File: src/rtl/key_step_ctrl.sv
// rtl/key_step_ctrl.sv - DE2 key/switch front end producing step, reset and auto-run events
//
// Turns raw active-low push buttons and slide switches into clean single-cycle
// control events for a processor clocked from clk that advances on step_pulse.
//
// Ports:
//   clk         system clock (CLOCK_50)
//   reset       synchronous active-high block reset
//   keys_n[3:0] raw KEY inputs, active-low, asynchronous (3 = step, 0 = cpu reset)
//   run_en      raw switch, 1 selects auto-run stepping
//   rate[1:0]   raw switches, auto period = AUTO_BASE << rate
//   key_down    debounced key levels, 1 = pressed
//   step_pulse  one-cycle processor step enable
//   cpu_reset   processor reset, active-high, stretched after release
//   step_count  steps issued since the last cpu_reset
module key_step_ctrl #(
    parameter int DEBOUNCE_CYCLES = 500000,
    parameter int AUTO_BASE       = 12500000,
    parameter int RST_STRETCH     = 16
) (
    input  logic        clk,
    input  logic        reset,
    input  logic [3:0]  keys_n,
    input  logic        run_en,
    input  logic [1:0]  rate,
    output logic [3:0]  key_down,
    output logic        step_pulse,
    output logic        cpu_reset,
    output logic [15:0] step_count
);

    localparam int CW = $clog2(DEBOUNCE_CYCLES);
    localparam int TW = $clog2(AUTO_BASE) + 3;
    localparam int SW = $clog2(RST_STRETCH + 1);

    // Synchronizers plus one registered sample stage feeding the debouncers.
    logic [3:0] key_s1, key_s2, key_smp;
    logic       run_s1, run_s2;
    logic [1:0] rate_s1, rate_s2;

    // Debounce state
    logic [3:0]    deb, deb_next;
    logic [CW-1:0] deb_cnt  [4];
    logic [CW-1:0] cnt_next [4];
    logic [3:0]    pressed;
    logic          deb3_d;

    // Reset stretch
    logic [SW-1:0] stretch, stretch_next;
    logic          cpu_next;

    // Auto-run timer
    logic [TW-1:0] timer, timer_next;
    logic [TW:0]   period_m1;
    logic          tick;
    logic          manual;
    logic          step_next;

    assign pressed  = ~key_smp;
    assign key_down = deb;

    always_comb begin
        deb_next = deb;
        for (int i = 0; i < 4; i++) begin
            cnt_next[i] = '0;
            if (pressed[i] != deb[i]) begin
                if (deb_cnt[i] == CW'(DEBOUNCE_CYCLES - 1)) begin
                    deb_next[i] = ~deb[i];
                end else begin
                    cnt_next[i] = deb_cnt[i] + 1'b1;
                end
            end
        end
    end

    // cpu_reset follows the next-state debounced KEY[0] so it rises on the
    // same edge as key_down[0]; the stretch counter counts up to RST_STRETCH
    // after the hold condition drops.
    always_comb begin
        stretch_next = stretch;
        cpu_next     = 1'b0;
        if (reset || deb_next[0]) begin
            stretch_next = '0;
            cpu_next     = 1'b1;
        end else if (stretch != SW'(RST_STRETCH)) begin
            stretch_next = stretch + 1'b1;
            cpu_next     = 1'b1;
        end
    end

    assign period_m1 = ((TW+1)'(AUTO_BASE) << rate_s2) - (TW+1)'(1);

    // A rate change is detected one stage early (s1 vs s2) so the timer
    // restarts from 0 on the same edge the synchronized rate changes.
    always_comb begin
        timer_next = timer;
        tick       = 1'b0;
        if (!run_s2 || cpu_reset || (rate_s1 != rate_s2)) begin
            timer_next = '0;
        end else if ({1'b0, timer} == period_m1) begin
            timer_next = '0;
            tick       = 1'b1;
        end else begin
            timer_next = timer + 1'b1;
        end
    end

    assign manual    = deb[3] & ~deb3_d & ~run_s2;
    assign step_next = (manual | tick) & ~cpu_next;

    always_ff @(posedge clk) begin
        if (reset) begin
            key_s1     <= 4'hF;
            key_s2     <= 4'hF;
            key_smp    <= 4'hF;
            run_s1     <= 1'b0;
            run_s2     <= 1'b0;
            rate_s1    <= 2'b00;
            rate_s2    <= 2'b00;
            deb        <= 4'h0;
            for (int i = 0; i < 4; i++) begin
                deb_cnt[i] <= '0;
            end
            deb3_d     <= 1'b0;
            stretch    <= '0;
            cpu_reset  <= 1'b1;
            timer      <= '0;
            step_pulse <= 1'b0;
            step_count <= 16'h0000;
        end else begin
            key_s1     <= keys_n;
            key_s2     <= key_s1;
            key_smp    <= key_s2;
            run_s1     <= run_en;
            run_s2     <= run_s1;
            rate_s1    <= rate;
            rate_s2    <= rate_s1;
            deb        <= deb_next;
            for (int i = 0; i < 4; i++) begin
                deb_cnt[i] <= cnt_next[i];
            end
            deb3_d     <= deb[3];
            stretch    <= stretch_next;
            cpu_reset  <= cpu_next;
            timer      <= timer_next;
            step_pulse <= step_next;
            if (cpu_next) begin
                step_count <= 16'h0000;
            end else begin
                step_count <= step_count + {15'd0, step_pulse};
            end
        end
    end

endmodule

File: config.mk
export PLATFORM = sky130hd
export DESIGN_NAME = key_step_ctrl
export DESIGN_NICKNAME = d
export VERILOG_FILES = /design/src/rtl/key_step_ctrl.sv
export SDC_FILE = /design/constraint.sdc
export NUM_CORES = 1
export LEC_CHECK = 0
export ABC_AREA = 1
export CORE_MARGIN = 8
export CORE_UTILIZATION = 45
export CTS_CLUSTER_SIZE = 10
export DETAILED_ROUTE_END_ITERATION = 16
export PLACE_DENSITY = 0.69
export SLEW_MARGIN = 20
export SYNTH_ARGS = -nofsm -noshare
export SYNTH_HDL_FRONTEND = slang
export SYNTH_SLANG_ARGS = --single-unit
File: constraint.sdc
create_clock -name clk -period 4.55 [get_ports clk]
set_input_delay 0.91 -clock clk [delete_from_list [all_inputs] [get_ports clk]]
set_output_delay 0.91 -clock clk [all_outputs]
set_load 0.01 [all_outputs]
# Yosys cells after proc, flatten, opt, wreduce, memory -nomap -nowiden
# Memories as Yosys holds them, arrays and structs flattened.
# Index checks and enable logic that the tools add are counted.
[op_classes]
add_sub_neg = 8
n_eq_ne = 11
shifts = 1
n_mux = 21
n_bitwise = 16
n_reduce_logical = 10
[ops]
columns = ["cell", "count"]
rows = [
  ["$mux 19", 12],
  ["$add 19x1->19 const B", 4],
  ["$eq 19x19->1 const B", 4],
  ["$eq 27x28->1", 1],
  ["$shl 24x2->28 const A", 1],
  ["$sub 28x2->28 const B", 1],
  ["$add 27x1->27 const B", 1],
  ["$add 16x1->16", 1],
  ["$mux 1", 9],
  ["$not 1->1", 7],
  ["$reduce_and 2->1", 3],
  ["$add 5x1->5 const B", 1],
  ["$ne 5x5->1 const B", 1],
  ["$or 1x1->1", 5],
  ["$ne 1x1->1", 4],
  ["$not 4->4", 1],
  ["$reduce_or 2->1", 2],
  ["$and 1x1->1", 3],
  ["$logic_or 1x1->1", 3],
  ["$reduce_or 3->1", 1],
  ["$ne 2x2->1", 1],
  ["$logic_not 1->1", 1],
]
[word_totals]
regBits = 73
ramBits = 76
output_inout_bits = 22
n_memories = 1
[memory_table]
columns = ["name", "depth", "word_bits", "rd", "rd_clocked_by_memory_dff", "write_ports", "line", "rtl"]
rows = [
  ["deb_cnt", 4, 19, 4, 0, 4, "43", "logic [CW-1:0] deb_cnt [4];"],
]

# Logic depth before layout (Yosys ltp)
# Gate-level depths: netlist of the first run.
[depth]
depth_word = 7
mapped_depth = 13

# Worst setup path after synthesis of the first run
# OpenSTA, ideal clock, no wires.
[synth_timing]
kind = "input -> register"
startpoint = "in reset"
endpoint = "mem deb_cnt[2][10] in the netlist's numbering"
setup_time_ns = 0.070
arrival_time_ns = 1.749
t_required_ns = 4.480
setup_slack_ns = 2.731
path_stages = 6
n_path_buf = 2
path_cell_list = "buf_2 > a21oi_1 > o21ai_0 > o21bai_2 > buf_2 > a21oi_1"
[synth_lines]
columns = ["item", "line", "rtl"]
rows = [
  ["from (decl)", "22", "input logic reset,"],
  ["to (decl)", "43", ""],
]

==> results of run 1 <==
## how the worst min path moves through the flow
stage,cells past startpoint,slack [ns],to
after CTS,1,0.41,key_smp[0]
after global placement,1,0.39,key_s2[3]
after global routing,1,0.42,key_s2[3]
after floorplan,2,0.39,run_s2
after detailed placement,1,0.39,key_smp[3]
final,1,0.41,key_smp[0]
## per-stage QoR
step                setup WS (ns)  cells  hold slack [ns]  area [um^2]
floorplan                    2.73    989            0.388         7290
global placement             1.74   1223            0.392         7770
detailed placement           1.74   1223            0.393         7770
CTS                          2.17   1255            0.406         8330
global route                 1.97   1255            0.416         8330
finish                       2.15   1255            0.405         8330
## cell families after synthesis
logic type,count (synthesis),synth area share (%)
and+or+nand+nor,565,37.5
buffers and inverters,141,8.15
adders and majority gates,9,1.54
xor gates and xnor gates,51,6.12
DFF,149,40.9
AOI/OAI and AO/OA,74,5.76
## registers in the layout (all words and copies together), names as in the netlist
signal	cells
key_s1	4
timer	27
rate_s1	2
deb3_d	1
stretch	5
rate_s2	2
key_down	4
deb_cnt	76
cpu_reset	1
key_s2	4
key_smp	4
run_s1	1
step_pulse	1
run_s2	1
step_count	16
## critical path: cells and delay by family
kind,cells,cell delay (ns)
buffers and inverters,4,1.07
and+or+nand+nor,3,0.50
AOI/OAI and AO/OA,2,0.19
## routing by layer
layer  global-route usage, %  share of wire [%]
met1                    18.1                 49
met2                    24.3                 46
met3                    4.18                3.9
met4                    3.49               0.54
met5                       0                  0
## final cells by class
| cell class | instances | area, um^2 |
|---|---|---|
| clock inverter | 11 | 101 |
| timing repair buffer | 31 | 308 |
| fill | 1581 | 7560 |
| inverter | 128 | 488 |
| clock buffer | 21 | 460 |
| sequential | 149 | 2980 |
| multi-input combinational | 699 | 3720 |
| tap | 216 | 270 |
## placed cells by master, fill, tap and decap left out, types with 17 or more instances in the layout
cell | netlist | final
inv_1 | 124 | 124
nand3_1 | 57 | 57
nand2_1 | 208 | 208
xor2_1 | 38 | 38
nor3_1 | 33 | 33
dfxtp_1 | 149 | 149
a21oi_1 | 40 | 40
or2_2 | 18 | 18
nor2_1 | 134 | 134
nor2_2 | 38 | 38
clkbuf_16 | 0 | 17
nand4_1 | 21 | 21
clkdlybuf4s50_1 | 0 | 30
## power by group
| part | leakage [nW] | internal (mW) | switching [mW] |
|---|---|---|---|
| combinational | 1.44 | 0.0180 | 0.0212 |
| clock | 0.271 | 0.783 | 0.540 |
| sequential | 1.20 | 1.31 | 0.00766 |
==> results.md, run 1 <==
Synthesis:
- The commonest register cell after synthesis is dfxtp_1.
- The total standard cell area after synthesis is 0.00729 mm^2.
- A synthesized cell averages 7.38 um^2.
- After synthesis the netlist holds a flip-flop and latch count of 149.
- The sequential cell area fraction in the yosys report is 40.9%.
- The Yosys step of the flow raised 0 warnings.
- Of all flip-flops after synthesis, the portion carrying an async set or reset was 0%.
- Synthesis produced a netlist whose cell count is 989.
- Of all cell types, the one taking the most synthesized area is dfxtp_1.
- The total nets after synthesis is 1007.
- Ranked by instance count, the synthesized netlist is headed by nand2_1, dfxtp_1, nor2_1, inv_1, nand3_1.
- The number of different library cells used by synthesis comes to 47.
- The most common cell in the synthesized netlist is nand2_1.
- After synthesis, the cell types taking the most area are dfxtp_1, nand2_1, nor2_1.
- The proportion of netlist area held by the largest area contributor is 40.9%.
- The number of enable-type register cells in the synthesized netlist is 0.

Critical path:
- In this run the critical register-to-register path is launched from deb_cnt[0][0].
- The largest single stage delay on the critical path is 0.45 ns.
- The worst-case reg-to-reg path depth is 10.
- The worst setup path is launched from a primary input.
- The signal on the critical path passes through clkdlybuf4s50_1 > buf_4 > inv_1 > nand2_1 > nor2_1 > nand2_1 > inv_1 > o21ai_0 > a21oi_1.
- The endpoint identified for the worst register-to-register timing path is deb_cnt[0][13].
- The largest fanout of any net on the critical path is 27.
- The arrival time of the worst setup path is 2.70 ns.
- The critical path capture point type is a flop.
- The last element of the critical path is deb_cnt[0][13].
- The critical path starts at reset.
- The setup path with the least slack is of type in2reg.
- The highest-delay cell along the critical path is clkdlybuf4s50_1.
- The data required time at the worst endpoint is 4.85 ns.
- The register-to-register setup slack is 2.52 ns.

Floorplan:
- The effective utilization at floorplan is 45.9%.
- The region available for standard cell placement spans 0.0159 mm^2.
- The area enclosed by the die boundary is 0.0205 mm^2.
- During I/O placement, the number of pins put on the boundary was 31.
- The height of the chip is 143 um.
- The floorplan die width is 143 um.
- The number of standard-cell rows in the floorplan is 46.

Route:
- The total wire length is 14200 um.
- The routed wirelength normalized by instance count is 11.3 um.
- In the routed layout, each cell is associated on average with a via count of 4.72.
- Once detail routing completed, the nets flagged for antenna violations numbered 0.
- For this run, design rule violations remaining after detail routing come to 0.
- The violation count after the first detailed-routing iteration is 317.
- The via count is 5926.
- The number of search-and-repair iterations in the first detailed-routing pass is 5.

Run status:
- The run finished with clean final reports.

Place:
- The congestion estimate from routability-driven global placement came to 0.847.
- The number of I/O port buffers is 30.
- The half-perimeter wire length after detailed placement is 10200 um.

GRT:
- The global route total overflow is 0.
- Global routing used 14.5% of the available tracks.
- The via count of the first global-routing pass is 5493.
- Entering global routing, the biggest net connects 28 pins.
- The first global-routing pass estimated 24700 um of wire.
- The initial antenna violation count is 0.

STA:
- The final cycle utilization of the critical path is 52.7%.
- The worst max-slew margin expressed relative to the limit is 62.6%.
- The fmax is 0.417 GHz.
- The final hold violation count is 0.
- The final-report setup violation count is 0.
- The worst clock skew on the final layout is 0.00692 ns.
- Subtracting the final worst setup slack from the clock period gives 2.40 ns.
- Setup repair after global routing left no endpoint under its margin.
- For the pin with the worst max-slew slack, the measured transition is 0.560 ns.
- The total negative slack is 0 ns.
- The max-slew violation count is 0.

Clock network:
- After clock tree synthesis, the flow added hold-fix buffers numbering 0.
- In this run the number of H-tree levels came out at 4.
- The tree built by TritonCTS fans out to 149 sinks.
- The post-CTS setup buffer count is 0.
- TritonCTS built the clock tree.
- The number of buffers on the longest clock path is 2.
- Clock tree synthesis inserted a total of 17 buffers.
- The post-CTS clock slew at the launch and capture registers of the worst setup and hold paths is 0.06 ns.
- The clock latency on the worst-skew pair is 0.41 ns.
- CTS placed an instance of clkbuf_16 at the clock tree root.
- After clock tree synthesis, the repair step resized 0 gates.

Run:
- The number of maximum-capacitance constraint violations is 0.

Power and ir drop:
- The power density of the placed cells is 322 mW/mm^2.
- IR analysis of the VDD net gives a maximum drop of 0.249 mV.
- Summed over all cells, the static leakage comes to 2.91 nW.
- The design draws 2.68 mW.

Layout:
- The count of inserted antenna diode cells is 0.
- The fraction of final layout cells with drive strength greater than 1 is 13.0%.
- Cells fill 52.4% of the core in the end.
- Relative to the synthesized area, the layout overhead comes to 14.2%.
- In the final design database the tool counted 1044 nets.

Worst hold path:
- In this run the worst hold path is classified as reg2reg.
- In this run the most critical hold path is launched from key_s2[0].
No activity file was read; power rests on OpenSTA's default activity.
==> run 2: changes to the inputs <==
--- a/config.mk
+++ b/config.mk
@@ -10,7 +10,7 @@
 export CORE_UTILIZATION = 45
 export CTS_CLUSTER_SIZE = 10
 export DETAILED_ROUTE_END_ITERATION = 16
-export PLACE_DENSITY = 0.69
+export PLACE_DENSITY = 0.71
 export SLEW_MARGIN = 20
 export SYNTH_ARGS = -nofsm -noshare
 export SYNTH_HDL_FRONTEND = slang
==> constraint.sdc (replaced) <==
create_clock -name clk -period 2.15 [get_ports clk]
set_input_delay 0.43 -clock clk [delete_from_list [all_inputs] [get_ports clk]]
set_output_delay 0.43 -clock clk [all_outputs]
set_load 0.01 [all_outputs]
==> run 2 against run 1 <==
Global-route usage rose by 0.39 points. Total power rose by 130%. Routed wire length rose by 0.55%. Sequential cell count stayed put. Largest cell class unchanged. Final area increased by 1.3%. Non-clock buffer count rose by 3.
==> results.md, run 2 (synthesis results as in run 1) <==
Run status:
- Result of the run: complete, no violations (unchanged).

Route:
- The via count is 5989 (was 5926).
- The violation count after the first detailed-routing iteration was 265 (was 317).
- The routed wirelength normalized by instance count is 11.3 um (about the same).
- The total wire length was 14200 um (about the same).
- The via density per instance is 4.76 (was 4.72).
- The number of remaining DRC errors is 0 (unchanged).
- The number of search-and-repair iterations in the first detailed-routing pass came to 6 (was 5).
- The post-route antenna net violation count is 0 (unchanged).

Floorplan:
- The floorplan core area is 0.0159 mm^2 (unchanged).
- The height of the chip was 143 um (unchanged).
- The number of top-level design ports is 31 (unchanged).
- The number of standard-cell rows in the floorplan is 46 (unchanged).
- The floorplan die width is 143 um (unchanged).
- The effective utilization at floorplan was 45.9% (unchanged).
- The area enclosed by the die boundary is 0.0205 mm^2 (unchanged).

Critical path:
- The path length in cells of the critical path was 1 (was 9).
- Ordered list of cells on the worst path: clkdlybuf4s50_1 (was clkdlybuf4s50_1 > buf_4 > inv_1 > nand2_1 > nor2_1 > nand2_1 > inv_1 > o21ai_0 > a21oi_1).
- The register-to-register setup slack is 0.33 ns (was 2.52 ns).
- The data required time at the worst endpoint is 1.72 ns (was 4.85 ns).
- The arrival time of the worst setup path was 1.47 ns (was 2.70 ns).
- The largest fanout of any net on the critical path came to 6 (was 27).
- The highest-delay cell along the critical path is clkdlybuf4s50_1 (unchanged).
- The critical path capture point type is an output pin (was flop).
- The category of the critical setup timing path is reg2out (was in2reg).
- The startpoint class of the critical path is a flop (was primary input).
- The family with the most delay on the worst path is buffers and inverters (unchanged).
- The reg-to-reg startpoint was deb_cnt[0][0] (unchanged).
- The capture point of the worst reg-to-reg path is step_pulse (was deb_cnt[0][13]).
- The largest stage delay on the critical path was 0.59 ns (was 0.45 ns).
- The worst-case reg-to-reg path depth was 9 (was 10).
- The number of buffers and inverters on the critical path is 1 (was 4).
- The beginning of the critical path is step_count[5] (was reset).
- The last element of the critical path was step_count[5] (was deb_cnt[0][13]).

Clock network:
- The post-CTS setup buffer count is 0 (unchanged).
- The number of buffers created by CTS is 17 (unchanged).
- The number of buffers on the longest clock path is 2 (unchanged).
- The TritonCTS clock tree was built (unchanged).
- The post-CTS clock slew at the launch and capture registers of the worst setup and hold paths was 0.06 ns (about the same).
- The library cell used as clock root buffer is clkbuf_16 (unchanged).
- The count of instances resized after the clock tree is built is 0 (unchanged).
- The number of sinks driven by the clock tree was 149 (unchanged).
- The clock latency on the worst-skew pair is 0.43 ns (was 0.41 ns).
- The count of hold-fix buffers inserted at cts is 0 (unchanged).
- The number of H-tree levels was 4 (unchanged).

Worst hold path:
- The cell depth of the worst hold path is 1 (unchanged).
- The kind of path behind the tightest hold check is reg2reg (unchanged).

STA:
- The worst clock skew on the final layout came to 0.00601 ns (was 0.00692 ns).
- Setup repair after global routing missed its margin: false (unchanged).
- The max-slew violation count was 0 (unchanged).
- The final worst hold slack came to 0.407 ns (was 0.405 ns).
- The final-report setup violation count is 0 (unchanged).
- The actual transition at the worst max-transition pin is 0.568 ns (was 0.560 ns).
- The worst path needs 1.90 ns of the cycle, external delays included.
- In the finished design, the share of the clock period the worst path needs comes to 88.4%.
- The total negative slack is 0 ns (unchanged).
- The final hold violation count is 0 (unchanged).
- The worst max-slew margin expressed relative to the limit is 62.1% (was 62.6%).
- The fmax is 0.526 GHz.

Place:
- The number of placed cells counting well taps came to 1226 (was 1223).
- The standard cell area after detailed placement is 0.00779 mm^2 (was 0.00777 mm^2).
- The half-perimeter wire length after detailed placement is 10200 um (about the same).
- The number of I/O port buffers is 30 (unchanged).
- The routability congestion estimate is 0.843 (was 0.847).

Power and ir drop:
- The power density of the placed cells was 726 mW/mm^2 (was 322 mW/mm^2).
- The share of total power in sequential cells is 45.6% (was 49.2%).
- The switching power as a share of total power is 20.9% (was 21.2%).
- The internal power was 4.85 mW (was 2.12 mW).
- The highest ir drop seen on vdd is 0.692 mV (was 0.249 mV).
- The share of power burned in the clock network is 53.0% (was 49.3%).
- The leakage component of the power was 2.97 nW (was 2.91 nW).
- The part of the power in combinational logic came to 1.4% (was 1.5%).
- The power dissipated by switching net loads is 1.28 mW (was 0.569 mW).

GRT:
- The largest net degree at the start of global routing is 28 (unchanged).
- The first-pass GRT wire length is 25200 um (was 24700 um).
- The global route total overflow was 0 (unchanged).
- The via count of the first global-routing pass came to 5781 (was 5493).
- The total routing resource utilization after global routing came to 14.9% (was 14.5%).
- The initial antenna violation count is 0 (unchanged).

Layout:
- The fraction of final layout cells with drive strength greater than 1 was 13.4% (was 13.0%).
- The number of nets in the layout was 1047 (was 1044).
- The number of filler cells placed in the layout came to 1524 (was 1581).
- The most common cell after layout, fill and taps aside is nand2_1 (unchanged).
- The utilization after layout is 53.1% (was 52.4%).
- The post-layout instance count excluding filler cells is 1258 (was 1255).
- Registers with the most flip-flops: deb_cnt x76, timer x27, step_count x16 (unchanged).
- The most flop-heavy register is deb_cnt (unchanged).
- The total non-filler cell area in the finished layout is 0.00844 mm^2 (was 0.00833 mm^2).
- The count of inserted antenna diode cells is 0 (unchanged).
- The area added between synthesis and finish was 15.7% (was 14.2%).
- Most frequent cells in the layout: nand2_1, dfxtp_1, nor2_1 (unchanged).
- The number of flip-flops under the largest register name is 76 (unchanged).

Run:
- The number of maximum-capacitance constraint violations is 0 (unchanged).
[run 2: per-stage QoR]
step                      setup WS (ns)  power (mW)
final                             0.248        6.13
after floorplan                   0.619        2.92
after global routing             0.0897        6.33
after global placement            0.164        2.94
after CTS                         0.237        6.19
after detailed placement         0.0816        2.94
[run 2: worst min-delay path by stage]
stage,slack (ns),end,from
floorplan,0.39,run_s2,run_s1
global placement,0.39,key_smp[0],key_s2[0]
detailed placement,0.39,key_smp[1],key_s2[1]
CTS,0.41,key_smp[1],key_s2[1]
global route,0.41,key_s2[1],key_s1[1]
finish,0.41,key_s2[3],key_s1[3]
[run 2: final cells by class]
cell class | count | area, um^2 | share of cell area, %
Inverter | 128 | 488 | 5.78
Clock inverter | 13 | 196 | 2.33
Multi-Input combinational cell | 699 | 3720 | 44.1
Sequential cell | 149 | 2980 | 35.3
Tap cell | 216 | 270 | 3.20
Timing Repair Buffer | 34 | 330 | 3.91
Clock buffer | 19 | 453 | 5.37
[run 2: power by group through the flow]
| stage | clock network, mW | registers, mW | logic [mW] |
|---|---|---|---|
| 5_1_grt | 3.44 | 2.80 | 0.0990 |
| 3_5_place_dp | 0 | 2.86 | 0.0867 |
| 6_report | 3.24 | 2.80 | 0.0858 |
| 4_1_cts | 3.31 | 2.80 | 0.0871 |
| 3_3_place_gp | 0 | 2.86 | 0.0844 |
| 2_1_floorplan | 0 | 2.85 | 0.0644 |
[run 2: per-layer routing]
metal  share of wire, %  wire length (um)  vias up  GRT usage, %
li1                   -                 -     3208             -
met1                 49              6940     2691          17.8
met2                 46              6550       75          24.7
met3                3.9               555       15          4.48
met4                1.4               204        0          5.92
met5                  0                 0        -             0
==> run 3: changes to the inputs <==
--- a/config.mk
+++ b/config.mk
@@ -10,7 +10,7 @@
 export CORE_UTILIZATION = 45
 export CTS_CLUSTER_SIZE = 10
 export DETAILED_ROUTE_END_ITERATION = 16
-export PLACE_DENSITY = 0.71
+export PLACE_DENSITY = 0.69
 export SLEW_MARGIN = 20
 export SYNTH_ARGS = -nofsm -noshare
 export SYNTH_HDL_FRONTEND = slang
==> constraint.sdc (replaced) <==
create_clock -name clk -period 2 [get_ports clk]
set_input_delay 0.4 -clock clk [delete_from_list [all_inputs] [get_ports clk]]
set_output_delay 0.4 -clock clk [all_outputs]
set_load 0.01 [all_outputs]
==> run 3 against run 2 <==
Via count decreased by 0.70%. Sequential power grew 7.5%. Sequential share of layout area is essentially flat. Sequential cell count did not move. Cell count up 0.72%. Total power down 0.76%. Global-route usage shrank 0.63 points. Count of clock-buffer cells in the layout is 5 higher. Final area about the same. Largest power group is now sequential cells.
==> results.md, run 3 (synthesis results as in run 1) <==
GRT:
- The initial antenna violation count is 0 (unchanged).
- The total routing resource utilization after global routing was 14.3% (was 14.9%).
- The first-pass GRT wire length is 24100 um (was 25200 um).
- The largest net degree at the start of global routing is 28 (unchanged).
- The global route total overflow is 0 (unchanged).
- The via count of the first global-routing pass is 5408 (was 5781).

Floorplan:
- The number of top-level design ports was 31 (unchanged).
- The height of the chip was 143 um (unchanged).
- The number of standard-cell rows in the floorplan is 46 (unchanged).
- The effective utilization at floorplan is 45.9% (unchanged).
- The area enclosed by the die boundary is 0.0205 mm^2 (unchanged).
- The floorplan core area came to 0.0159 mm^2 (unchanged).
- The floorplan die width is 143 um (unchanged).

Route:
- The number of remaining DRC errors is 0 (unchanged).
- The via density per instance is 4.69 (was 4.76).
- The total wire length is 13700 um (was 14200 um).
- The violation count after the first detailed-routing iteration is 400 (was 265).
- The number of search-and-repair iterations in the first detailed-routing pass is 5 (was 6).
- The post-route antenna net violation count is 0 (unchanged).
- The routed wirelength normalized by instance count came to 10.8 um (was 11.3 um).
- The via count is 5947 (was 5989).

Critical path:
- The number of buffers and inverters on the critical path is 1 (unchanged).
- The register-to-register setup slack is 0.23 ns (was 0.33 ns).
- The category of the critical setup timing path is reg2out (unchanged).
- The family with the most delay on the worst path is buffers and inverters (unchanged).
- The data required time at the worst endpoint is 1.60 ns (was 1.72 ns).
- Ordered list of cells on the worst path: clkdlybuf4s50_1 (unchanged).
- The largest stage delay on the critical path is 0.58 ns (was 0.59 ns).
- The highest-delay cell along the critical path is clkdlybuf4s50_1 (unchanged).
- The largest fanout of any net on the critical path is 7 (was 6).
- The startpoint class of the critical path was a flop (unchanged).
- The critical path capture point type is an output pin (unchanged).
- The arrival time of the worst setup path is 1.44 ns (was 1.47 ns).

STA:
- The max-slew violation count is 0 (unchanged).
- The final cycle utilization of the critical path is 91.8%.
- The worst max-slew margin expressed relative to the limit is 64.0% (was 62.1%).
- The worst path in the final design needs a cycle of 1.84 ns, including I/O delays and setup.
- The slack of the critical path was 0.163 ns (was 0.248 ns).
- For this run, the top clock speed supported by timing is 0.544 GHz.
- The final-report setup violation count came to 0 (unchanged).
- The total negative slack came to 0 ns (unchanged).
- Setup repair after global routing missed its margin: false (unchanged).
- The final hold violation count came to 0 (unchanged).
- The worst clock skew on the final layout is 0.00771 ns (was 0.00601 ns).
- The actual transition at the worst max-transition pin is 0.540 ns (was 0.568 ns).

Clock network:
- The number of sinks driven by the clock tree is 149 (unchanged).
- The post-CTS clock slew at the launch and capture registers of the worst setup and hold paths is 0.06 ns (about the same).
- The number of buffers on the longest clock path is 2 (unchanged).
- The library cell used as clock root buffer is clkbuf_16 (unchanged).
- The number of buffers created by CTS is 17 (unchanged).
- The number of H-tree levels is 4 (unchanged).
- The TritonCTS clock tree is built (unchanged).
- The clock latency on the worst-skew pair is 0.42 ns (was 0.43 ns).

Layout:
- The fraction of final layout cells with drive strength greater than 1 is 14.0% (was 13.4%).
- The area added between synthesis and finish is 15.7% (about the same).
- The number of flip-flops under the largest register name came to 76 (unchanged).
- The most flop-heavy register is deb_cnt (unchanged).
- Most frequent cells in the layout: nand2_1, dfxtp_1, nor2_1 (unchanged).
- Registers with the most flip-flops: deb_cnt x76, timer x27, step_count x16 (unchanged).
- The most common cell after layout, fill and taps aside is nand2_1 (unchanged).
- The count of inserted antenna diode cells is 0 (unchanged).
- The number of nets in the layout was 1057 (was 1047).

Run:
- The number of maximum-capacitance constraint violations was 0 (unchanged).

Place:
- The number of I/O port buffers is 30 (unchanged).
- The placement-stage worst setup slack came to 0.102 ns (was 0.0816 ns).
- The routability congestion estimate is 0.845 (was 0.843).
- The half-perimeter wire length after detailed placement was 9990 um (was 10200 um).

Worst hold path:
- The kind of path behind the tightest hold check is reg2reg (unchanged).

Power and ir drop:
- The share of power burned in the clock network is 49.0% (was 53.0%).
- The share of total power in sequential cells is 49.5% (was 45.6%).
- The switching power as a share of total power is 20.4% (was 20.9%).
- The highest ir drop seen on vdd is 0.631 mV (was 0.692 mV).
- The internal power came to 4.84 mW (was 4.85 mW).
- The power density of the placed cells is 720 mW/mm^2 (was 726 mW/mm^2).
- The power dissipated by switching net loads is 1.24 mW (was 1.28 mW).
- The part of the power in combinational logic is 1.5% (was 1.4%).
- The leakage component of the power is 2.97 nW (about the same).

Run status:
- Result of the run: complete, no violations (unchanged).
==> run 3: timing repair <==
action,in CTS,in global routing
gates resized for setup,0,3
setup endpoints to repair,0,12
hold buffers,0,0
buffers inserted,0,8
==> run 3: final timing paths <==
check / start / endpoint / cells past startpoint
worst max-delay path: step_count[6] / step_count[6] / 1
worst min-delay path: key_s2[1] / key_smp[1] / 1
worst max register to register: deb_cnt[0][0] / step_count[3] / 10
worst min register to register: key_s2[1] / key_smp[1] / 1
==> run 3: power groups by stage <==
stage          clock network [mW]  logic [mW]  registers [mW]
6_report                     2.98      0.0927            3.01
5_1_grt                      3.20       0.109            3.01
4_1_cts                      3.07      0.0947            3.01
3_5_place_dp                    0      0.0941            3.07
3_3_place_gp                    0      0.0925            3.07
2_1_floorplan                   0      0.0693            3.06
==> run 3: routing by layer <==
metal	part of all wire (%)	track usage (%)	vias to the layer above
li1	-	-	3227
met1	50	18.5	2610
met2	44	22.1	92
met3	4.3	4.15	18
met4	1.4	5.53	0
met5	0	0	-
==> run 3: layout make-up <==
| type | instances | area (um^2) |
|---|---|---|
| Clock buffer | 24 | 482 |
| Fill cell | 1575 | 7440 |
| Timing Repair Buffer | 44 | 418 |
| Sequential cell | 149 | 2980 |
| Clock inverter | 7 | 72.6 |
| Tap cell | 216 | 270 |
| Inverter | 128 | 488 |
| Multi-Input combinational cell | 699 | 3730 |
==> run 3: metrics by stage <==
step / instance area, um^2 / total power, mW / hold WS (ns) / cells / util [%]
4_1_cts: 8370 / 6.17 / 0.406 / 1259 / 52.7
5_1_grt: 8440 / 6.32 / 0.416 / 1267 / 53.2
3_3_place_gp: 7820 / 3.16 / 0.392 / 1228 / 49.2
3_5_place_dp: 7820 / 3.17 / 0.394 / 1228 / 49.2
2_1_floorplan: 7290 / 3.13 / 0.388 / 989 / -
6_report: 8440 / 6.08 / 0.404 / 1267 / 53.2
